**src/rtl/serial_feeder_if.sv**
```systemverilog
// serial_feeder_if: handshake and serial-output bundle for serial_feeder.
//   din / din_valid / din_ready : parallel word handshake
//   ser_out / ser_en            : serial bit stream and downstream shift enable
//   busy / frame_done           : status
//   frames_sent                 : completed frame counter (wraps at 256)
// The master modport is the word producer and the output observer. The slave
// modport is the feeder itself.
interface serial_feeder_if #(
    parameter int WIDTH = 8
);
    logic [WIDTH-1:0] din;
    logic             din_valid;
    logic             din_ready;
    logic             ser_out;
    logic             ser_en;
    logic             busy;
    logic             frame_done;
    logic [7:0]       frames_sent;

    modport master (
        output din, din_valid,
        input  din_ready, ser_out, ser_en, busy, frame_done, frames_sent
    );

    modport slave (
        input  din, din_valid,
        output din_ready, ser_out, ser_en, busy, frame_done, frames_sent
    );
endinterface

```
**src/rtl/serial_feeder.sv**
```systemverilog
// serial_feeder: accepts a parallel word and emits it MSB first on ser_out.
// ser_en is high while bits are being shifted. A run of GAP_CYCLES idle
// cycles follows each frame.
//   CLK        : clock, rising edge
//   CLR        : asynchronous active-high clear
//   bus.slave  : din/din_valid/din_ready handshake, ser_out, ser_en, busy,
//                frame_done, frames_sent
// Optional macro SERIAL_FEEDER_PARITY_EN adds a trailing even-parity bit
// with ser_en held high.
module serial_feeder #(
    parameter int WIDTH      = 8,
    parameter int GAP_CYCLES = 2
) (
    input  logic           CLK,
    input  logic           CLR,
    serial_feeder_if.slave bus
);

`ifdef SERIAL_FEEDER_PARITY_EN
    typedef enum logic [1:0] {IDLE, SHIFT, PAR, GAP} state_t;
`else
    typedef enum logic [1:0] {IDLE, SHIFT, GAP} state_t;
`endif

    localparam logic [3:0] LP_BLAST = 4'(WIDTH - 1);
    localparam logic [3:0] LP_GLAST = 4'(GAP_CYCLES - 1);

    state_t           r_state;
    // Holds only the bits not yet shown on ser_out. The MSB goes straight
    // to r_ser_out when the word is captured.
    logic [WIDTH-2:0] r_sreg;
    logic [3:0]       r_bcnt;
    logic [3:0]       r_gcnt;
    logic             r_ser_out;
    logic             r_ser_en;
    logic             r_busy;
    logic             r_frame_done;
    logic [7:0]       r_frames_sent;
`ifdef SERIAL_FEEDER_PARITY_EN
    logic             r_par;
`endif

    // The last ser_en-high cycle is in progress.
    logic w_frame_end;
`ifdef SERIAL_FEEDER_PARITY_EN
    assign w_frame_end = (r_state == PAR);
`else
    assign w_frame_end = (r_state == SHIFT) && (r_bcnt == 4'd0);
`endif

    assign bus.din_ready   = (r_state == IDLE) && !CLR;
    assign bus.ser_out     = r_ser_out;
    assign bus.ser_en      = r_ser_en;
    assign bus.busy        = r_busy;
    assign bus.frame_done  = r_frame_done;
    assign bus.frames_sent = r_frames_sent;

    always_ff @(posedge CLK or posedge CLR) begin
        if (CLR) begin
            r_state       <= IDLE;
            r_sreg        <= '0;
            r_bcnt        <= '0;
            r_gcnt        <= '0;
            r_ser_out     <= 1'b0;
            r_ser_en      <= 1'b0;
            r_busy        <= 1'b0;
            r_frame_done  <= 1'b0;
            r_frames_sent <= '0;
`ifdef SERIAL_FEEDER_PARITY_EN
            r_par         <= 1'b0;
`endif
        end else begin
            r_frame_done <= 1'b0;
            case (r_state)
                IDLE: begin
                    if (bus.din_valid) begin
                        r_sreg    <= bus.din[WIDTH-2:0];
                        r_ser_out <= bus.din[WIDTH-1];
                        r_ser_en  <= 1'b1;
                        r_bcnt    <= LP_BLAST;
                        r_busy    <= 1'b1;
                        r_state   <= SHIFT;
`ifdef SERIAL_FEEDER_PARITY_EN
                        r_par     <= ^bus.din;
`endif
                    end
                end
                SHIFT: begin
                    if (r_bcnt != 4'd0) begin
                        r_ser_out <= r_sreg[WIDTH-2];
                        r_sreg    <= r_sreg << 1;
                        r_bcnt    <= r_bcnt - 4'd1;
                    end
`ifdef SERIAL_FEEDER_PARITY_EN
                    else begin
                        // ser_en stays high for the parity bit.
                        r_ser_out <= r_par;
                        r_state   <= PAR;
                    end
`endif
                end
`ifdef SERIAL_FEEDER_PARITY_EN
                PAR: ;
`endif
                GAP: begin
                    if (r_gcnt == 4'd0) begin
                        r_state <= IDLE;
                        r_busy  <= 1'b0;
                    end else begin
                        r_gcnt <= r_gcnt - 4'd1;
                    end
                end
                default: begin
                    r_state <= IDLE;
                    r_busy  <= 1'b0;
                end
            endcase

            // Common frame close-out. These assignments override the case
            // above for this edge.
            if (w_frame_end) begin
                r_ser_out     <= 1'b0;
                r_ser_en      <= 1'b0;
                r_frame_done  <= 1'b1;
                r_frames_sent <= r_frames_sent + 8'd1;
                if (GAP_CYCLES == 0) begin
                    r_state <= IDLE;
                    r_busy  <= 1'b0;
                end else begin
                    r_state <= GAP;
                    r_gcnt  <= LP_GLAST;
                end
            end
        end
    end

endmodule

```
**src/flat_wrapper.sv**
```systemverilog
// flat-port wrapper written by rule: the top's interface ports become plain ports
module serial_feeder_flat 
#(
    parameter int WIDTH      = 8,
    parameter int GAP_CYCLES = 2
)
  (CLK, CLR, bus_din, bus_din_valid, bus_din_ready, bus_ser_out, bus_ser_en, bus_busy, bus_frame_done, bus_frames_sent);
  serial_feeder_if #(.WIDTH(WIDTH)) bus_i ();
  input  logic CLK;
  input  logic CLR;
  input wire logic [$bits(bus_i.din)-1:0] bus_din;
  input wire logic [$bits(bus_i.din_valid)-1:0] bus_din_valid;
  output wire logic [$bits(bus_i.din_ready)-1:0] bus_din_ready;
  output wire logic [$bits(bus_i.ser_out)-1:0] bus_ser_out;
  output wire logic [$bits(bus_i.ser_en)-1:0] bus_ser_en;
  output wire logic [$bits(bus_i.busy)-1:0] bus_busy;
  output wire logic [$bits(bus_i.frame_done)-1:0] bus_frame_done;
  output wire logic [$bits(bus_i.frames_sent)-1:0] bus_frames_sent;
  assign bus_i.din = bus_din;
  assign bus_i.din_valid = bus_din_valid;
  assign bus_din_ready = bus_i.din_ready;
  assign bus_ser_out = bus_i.ser_out;
  assign bus_ser_en = bus_i.ser_en;
  assign bus_busy = bus_i.busy;
  assign bus_frame_done = bus_i.frame_done;
  assign bus_frames_sent = bus_i.frames_sent;
  serial_feeder #(.WIDTH(WIDTH), .GAP_CYCLES(GAP_CYCLES)) u_core (.CLK(CLK), .CLR(CLR), .bus(bus_i));
endmodule
```
**config.mk**
```make
export PLATFORM = sky130hd
export DESIGN_NAME = serial_feeder_flat
export DESIGN_NICKNAME = d
export VERILOG_FILES = /design/src/rtl/serial_feeder_if.sv /design/src/rtl/serial_feeder.sv /design/src/flat_wrapper.sv
export SDC_FILE = /design/constraint.sdc
export NUM_CORES = 1
export LEC_CHECK = 0
export CELL_PAD_IN_SITES_DETAIL_PLACEMENT = 0
export CELL_PAD_IN_SITES_GLOBAL_PLACEMENT = 1
export CORE_AREA = 4 4 70 72
export CTS_CLUSTER_DIAMETER = 30
export CTS_CLUSTER_SIZE = 12
export DETAILED_ROUTE_END_ITERATION = 7
export DIE_AREA = 0 0 74 76
export PLACE_DENSITY = 0.7
export SYNTH_ARGS = -nofsm -noshare
export SYNTH_HDL_FRONTEND = slang
export SYNTH_SLANG_ARGS = --single-unit
export TNS_END_PERCENT = 30
```
**constraint.sdc**
```tcl
create_clock -name CLK -period 1.9 [get_ports CLK]
set_clock_uncertainty 0.05 [all_clocks]
set_input_delay 0.285 -clock CLK [delete_from_list [all_inputs] [get_ports CLK]]
set_output_delay 0.285 -clock CLK [all_outputs]
set_load 0.01 [all_outputs]
```
Word level (Yosys, flattened, before mapping). Cells that the tools add are included.

Bits in registers: 29. Logic and storage cells: 64. Output and inout bits: 13. Input bits: 11.

Reduce and logical (&&, ||, !) cells: 18. Equality and inequality tests: 10. Add/subtract/negate cells: 3. Mux-type cells: 23. Bitwise logic cells: 1.

Operator list (count): two-way mux 4 bit (5); two-way mux 7 bit (2); one-hot mux 7 bit (2 select lines) (1); AND reduction 3 bit (4); adder 8 x 1 -> 8 bit (second input constant) (1); zero test 4 bit (2); two-way mux 1 bit (8); one-hot mux 4 bit (2 select lines) (1); nonzero test 2 bit (4); subtractor 4 x 1 -> 4 bit (second input constant) (2); two-way mux 2 bit (3); inequality test 2 x 1 -> 1 bit (second input constant) (3); inequality test 3 x 2 -> 1 bit (second input constant) (2); one-hot mux 2 bit (3 select lines) (1); inequality test 2 bit (second input constant) (2); AND reduction 2 bit (2); nonzero test 4 bit (1); inequality test 3 x 1 -> 1 bit (second input constant) (1); one-hot mux 1 bit (3 select lines) (1); nonzero test 3 bit (1); equality test 2 x 1 -> 1 bit (second input constant) (1); equality test 2 bit (second input constant) (1); logical AND 1 bit (2); zero test 2 bit (1); other kinds (3) (3).

Logic depth before layout (Yosys ltp).
Depth in word-level cells: 4. Depth in mapped cells: 7. Gate-level depth less buffers: 6.

Worst setup path after synthesis. OpenSTA, ideal clock, no wires.

Path type: register to register. Start point: register u_core.r_bcnt[1]. End point: register u_core.r_sreg[1]. Slack: 0.068 ns. Arrival: 1.657 ns. Cell stages (with the launch flop): 8. Required time: 1.725 ns. Buffers on the path: 1. Clock period less this slack: 1.832 ns. Setup time: 0.125 ns. Path through: dfrtp_1 > inv_1 > ha_1 > or3b_1 > buf_6 > o21ai_4 > inv_4 > mux2_4.

Word-level cells in the longest chain between the ends: 3.

Ends and longest elaborated chain: start, declared (RTL line serial_feeder.sv:32) `logic [3:0] r_bcnt;`; start signal, assigned (RTL line serial_feeder.sv:92) `r_bcnt <= r_bcnt - 4'd1;`; nonzero test 4 bit (RTL line serial_feeder.sv:89) `if (r_bcnt != 4'd0) begin`; inequality test 2 bit (no source line); AND reduction 3 bit (no source line); end signal, assigned (RTL line serial_feeder.sv:77) `r_sreg <= bus.din[WIDTH-2:0];`; end signal, assigned (RTL line serial_feeder.sv:91) `r_sreg <= r_sreg << 1;`; end, declared (RTL line serial_feeder.sv:31) `logic [WIDTH-2:0] r_sreg;`.

Every way passes these cells. A chain may end at the register's enable or synchronous reset.

Worst setup path after layout.
Start point: register u_core.r_bcnt[1]. End point: register u_core.r_frames_sent[7], in the netlist u_core.bus.frames_sent[7].

Word-level cells in the longest chain between the ends: 2.

Ends and longest elaborated chain: zero test 4 bit (RTL line serial_feeder.sv:48) `assign w_frame_end = (r_state == SHIFT) && (r_bcnt == 4'd0);`; logical AND 1 bit (RTL line serial_feeder.sv:48); end signal, assigned (RTL line serial_feeder.sv:125) `r_frames_sent <= r_frames_sent + 8'd1;`; end, declared (RTL line serial_feeder.sv:38) `logic [7:0] r_frames_sent;`.

Every way passes these cells.

==> results.cfg <==
[status]
status = completed

[setup_path]
endpoint_kind = register
critPathSlowestCell = or3b_4
crit_arrival_ps = 1990
critPathTopFamily = simple AND/OR/NAND/NOR gates
worst-path-buf-inv = 2
max_stage_delay_ps = 420
critPathLaunchType = register
r2r-start = u_core.r_bcnt[1]
critPathLaunch = u_core.r_bcnt[1]
required_ps = 2060
crit_chain = inv_1, ha_2, or3b_4, buf_4, nor4_4, xor2_1
path_max_fanout = 7
criticalPathCategory = reg -> reg

[synth]
synthArstFlopShare_pct = 100
yosysTopAreaCell = dfrtp_1
synth_edf_count = 0
ys_top_cells_by_area = dfrtp_1 (49%), mux2_4 (6.1%), mux2_2 (5.3%)
synth_fp_nets = 143
synth_top_area_share_pct = 49.2
ys_ff_latch = 29
seq_area_frac_synth_pct = 49.2
synth_ff_type = dfrtp_1
postSynthAreaPerCell_sq_um = 11.5
synthesis.area_sq_um = 1480
synth_cell_types = 39
postSynthCellCount = 128
yosysWarnings = 0

[final_layout]
fill_cells = 398
fin_area_sq_um = 1960
drive_gt1_share_pct = 24.7
areaGrowthSynthToFinish_pct = 33.2
diodes = 0
final_nets = 181

[global_route]
grt_max_degree = 30
grt_pass1_wl_um = 5640
grt_pass1_vias = 1185
antenna_found_initial = 0
overflow = 0
grtUsageTotal_pct = 13.0

[routing]
vias_per_cell = 4.99
first_pass_iters = 4
drtIter0Drc = 45
antenna_left = 0
drcViolationCount = 0
wl_um = 3240
post_drt_wl_per_cell_um = 14.9
vias = 1088

[pwr]
power_uw = 3020
peakVddDrop_uv = 607
p_per_area_nw_per_um2 = 1540
cellLeakagePower_uw = 0.000887

[timing]
period_share_pct = 96.2
fin_crit_ps = 1830
setup_ws_ps = 72.7
drv_slew = 0
tightest_slew_ps = 391
slew-limit-headroom_pct = 73.9
clock.fmax_mhz = 547
hold_viol_final = 0
finalSetupTns_ps = 0
holdWs_ps = 360
setup_viol = 0

[clock_network]
clkSinkCount = 29
cts_buffer_depth = 2
cts-buffers-inserted = 5
hold_buffers = 0
clk_latency_ps = 280
cts_tree = yes
clock-root-buffer = clkbuf_8
clk_pin_slew_ps = 60
htree_num_levels = 2

[worst_hold_path]
hp-class = in -> async

[placed_design]
place_congestion = 0.808
pre_cts_ws_ps = -22.6
placed_cell_area_sq_um = 1820
dp_hpwl_um = 2300
io_buffers = 23

[die]
design.core.area_sq_um = 4290
start_util_pct = 34.4
die_width_um = 74
fp-row-count = 24
die_h_um = 76
num_io_pins = 24
die-area_sq_um = 5620

[flow_run]
drv_cap = 0
==> cell usage in the layout, fill, tap and decap left out, types with 2 or more instances in the layout <==
cell              n
a21oi_1           3
buf_4            13
clkbuf_8          6
clkdlybuf4s50_1  23
dfrtp_1          29
ha_1              3
inv_1             9
mux2_2            7
mux2_4            6
mux2i_1           3
nand2_1           5
nand2b_1          3
nand3_1           5
nor2_1            3
nor3_1            4
nor3b_1           2
nor4_4            3
o21ai_0           9
or3_1             2
xnor2_1           2
xor2_1            5
==> flip-flops by register name, indices dropped and copies added, names as in the netlist <==
name / flops
u_core.bus.frames_sent: 8
u_core.r_state: 2
u_core.r_sreg: 7
u_core.bus.frame_done: 1
u_core.bus.ser_en: 1
u_core.bus.busy: 1
u_core.r_bcnt: 4
u_core.r_gcnt: 4
u_core.bus.ser_out: 1
==> cells by family (layout without fill, tap and decap cells) <==
family / Yosys count / in the layout / share of synthesized area [%]
multiplexers: 16 / 16 / 13.5
AND/OR/NAND/NOR: 33 / 33 / 12.6
AO/OA/AOI/OAI: 24 / 24 / 11.5
XOR/XNOR: 7 / 7 / 4.16
adder cells (fa/ha/maj): 4 / 4 / 3.39
buffers and inverters: 15 / 53 / 5.77
flip-flops: 29 / 29 / 49.2
==> Yosys cell counts (3+ instances only) <==
cell type / number
o21ai_0: 9
nand2b_1: 3
ha_1: 4
inv_1: 9
nor4_1: 4
mux2_4: 6
dfrtp_1: 29
mux2i_1: 3
nand3_1: 5
nand2_1: 5
nor3b_1: 3
nor3_1: 4
nor2_1: 3
mux2_2: 7
xor2_1: 5
a21oi_1: 3
==> layer usage <==
layer  vias to the layer above  wire (um)  GRT usage, %
li1                        531          -             -
met4                         0         80          7.61
met3                         8        128          3.56
met2                        26       1630          19.8
met1                       523       1400          16.1
met5                         -          0             0
==> final timing paths <==
check	to	slack, ps	cells past startpoint
setup / recovery	u_core.bus.frames_sent[7]	70	6
max in group asynchronous	u_core.r_sreg[2]	1160	3
hold reg to reg	u_core.bus.frames_sent[7]	420	1
hold / removal	u_core.bus.frames_sent[0]	360	3
setup reg to reg	u_core.bus.frames_sent[7]	70	6
min in group CLK	u_core.bus.frames_sent[7]	420	1
==> worst register-to-register path, stage by stage (launching register included) <==
cell     delay [ps]
dfrtp_1         370
inv_1            80
ha_2            180
or3b_4          420
buf_4           200
nor4_4          290
xor2_1          170
==> stage by stage <==
step / util [%] / std cells
after floorplan: - / 128
after global placement: 42.5 / 211
after detailed placement: 42.5 / 211
after CTS: 44.8 / 218
after global routing: 45.7 / 218
final: 45.7 / 218
==> cell type report <==
type / count / area (sq um) / area share, %
well taps: 52 / 65.1 / 3.31
clock buffers: 7 / 86.3 / 4.39
repair buffers: 36 / 328 / 16.7
multi-input cells: 84 / 719 / 36.6
flip-flops and latches: 29 / 726 / 36.9
inverters: 10 / 40.0 / 2.04
==> what timing repair did <==
action / 4_1_cts / 5_1_grt
setup endpoints to repair: 2 / 12
resized for setup: 2 / 7
pin swaps: 0 / 0
setup buffers: 0 / 0
==> where the power goes <==
| group | total [uW] | internal [uW] | switching, uW |
|---|---|---|---|
| combinational | 1460 | 796 | 666 |
| sequential | 1050 | 857 | 194 |
| clock | 509 | 287 | 223 |
(Power assumes the default switching activity.)
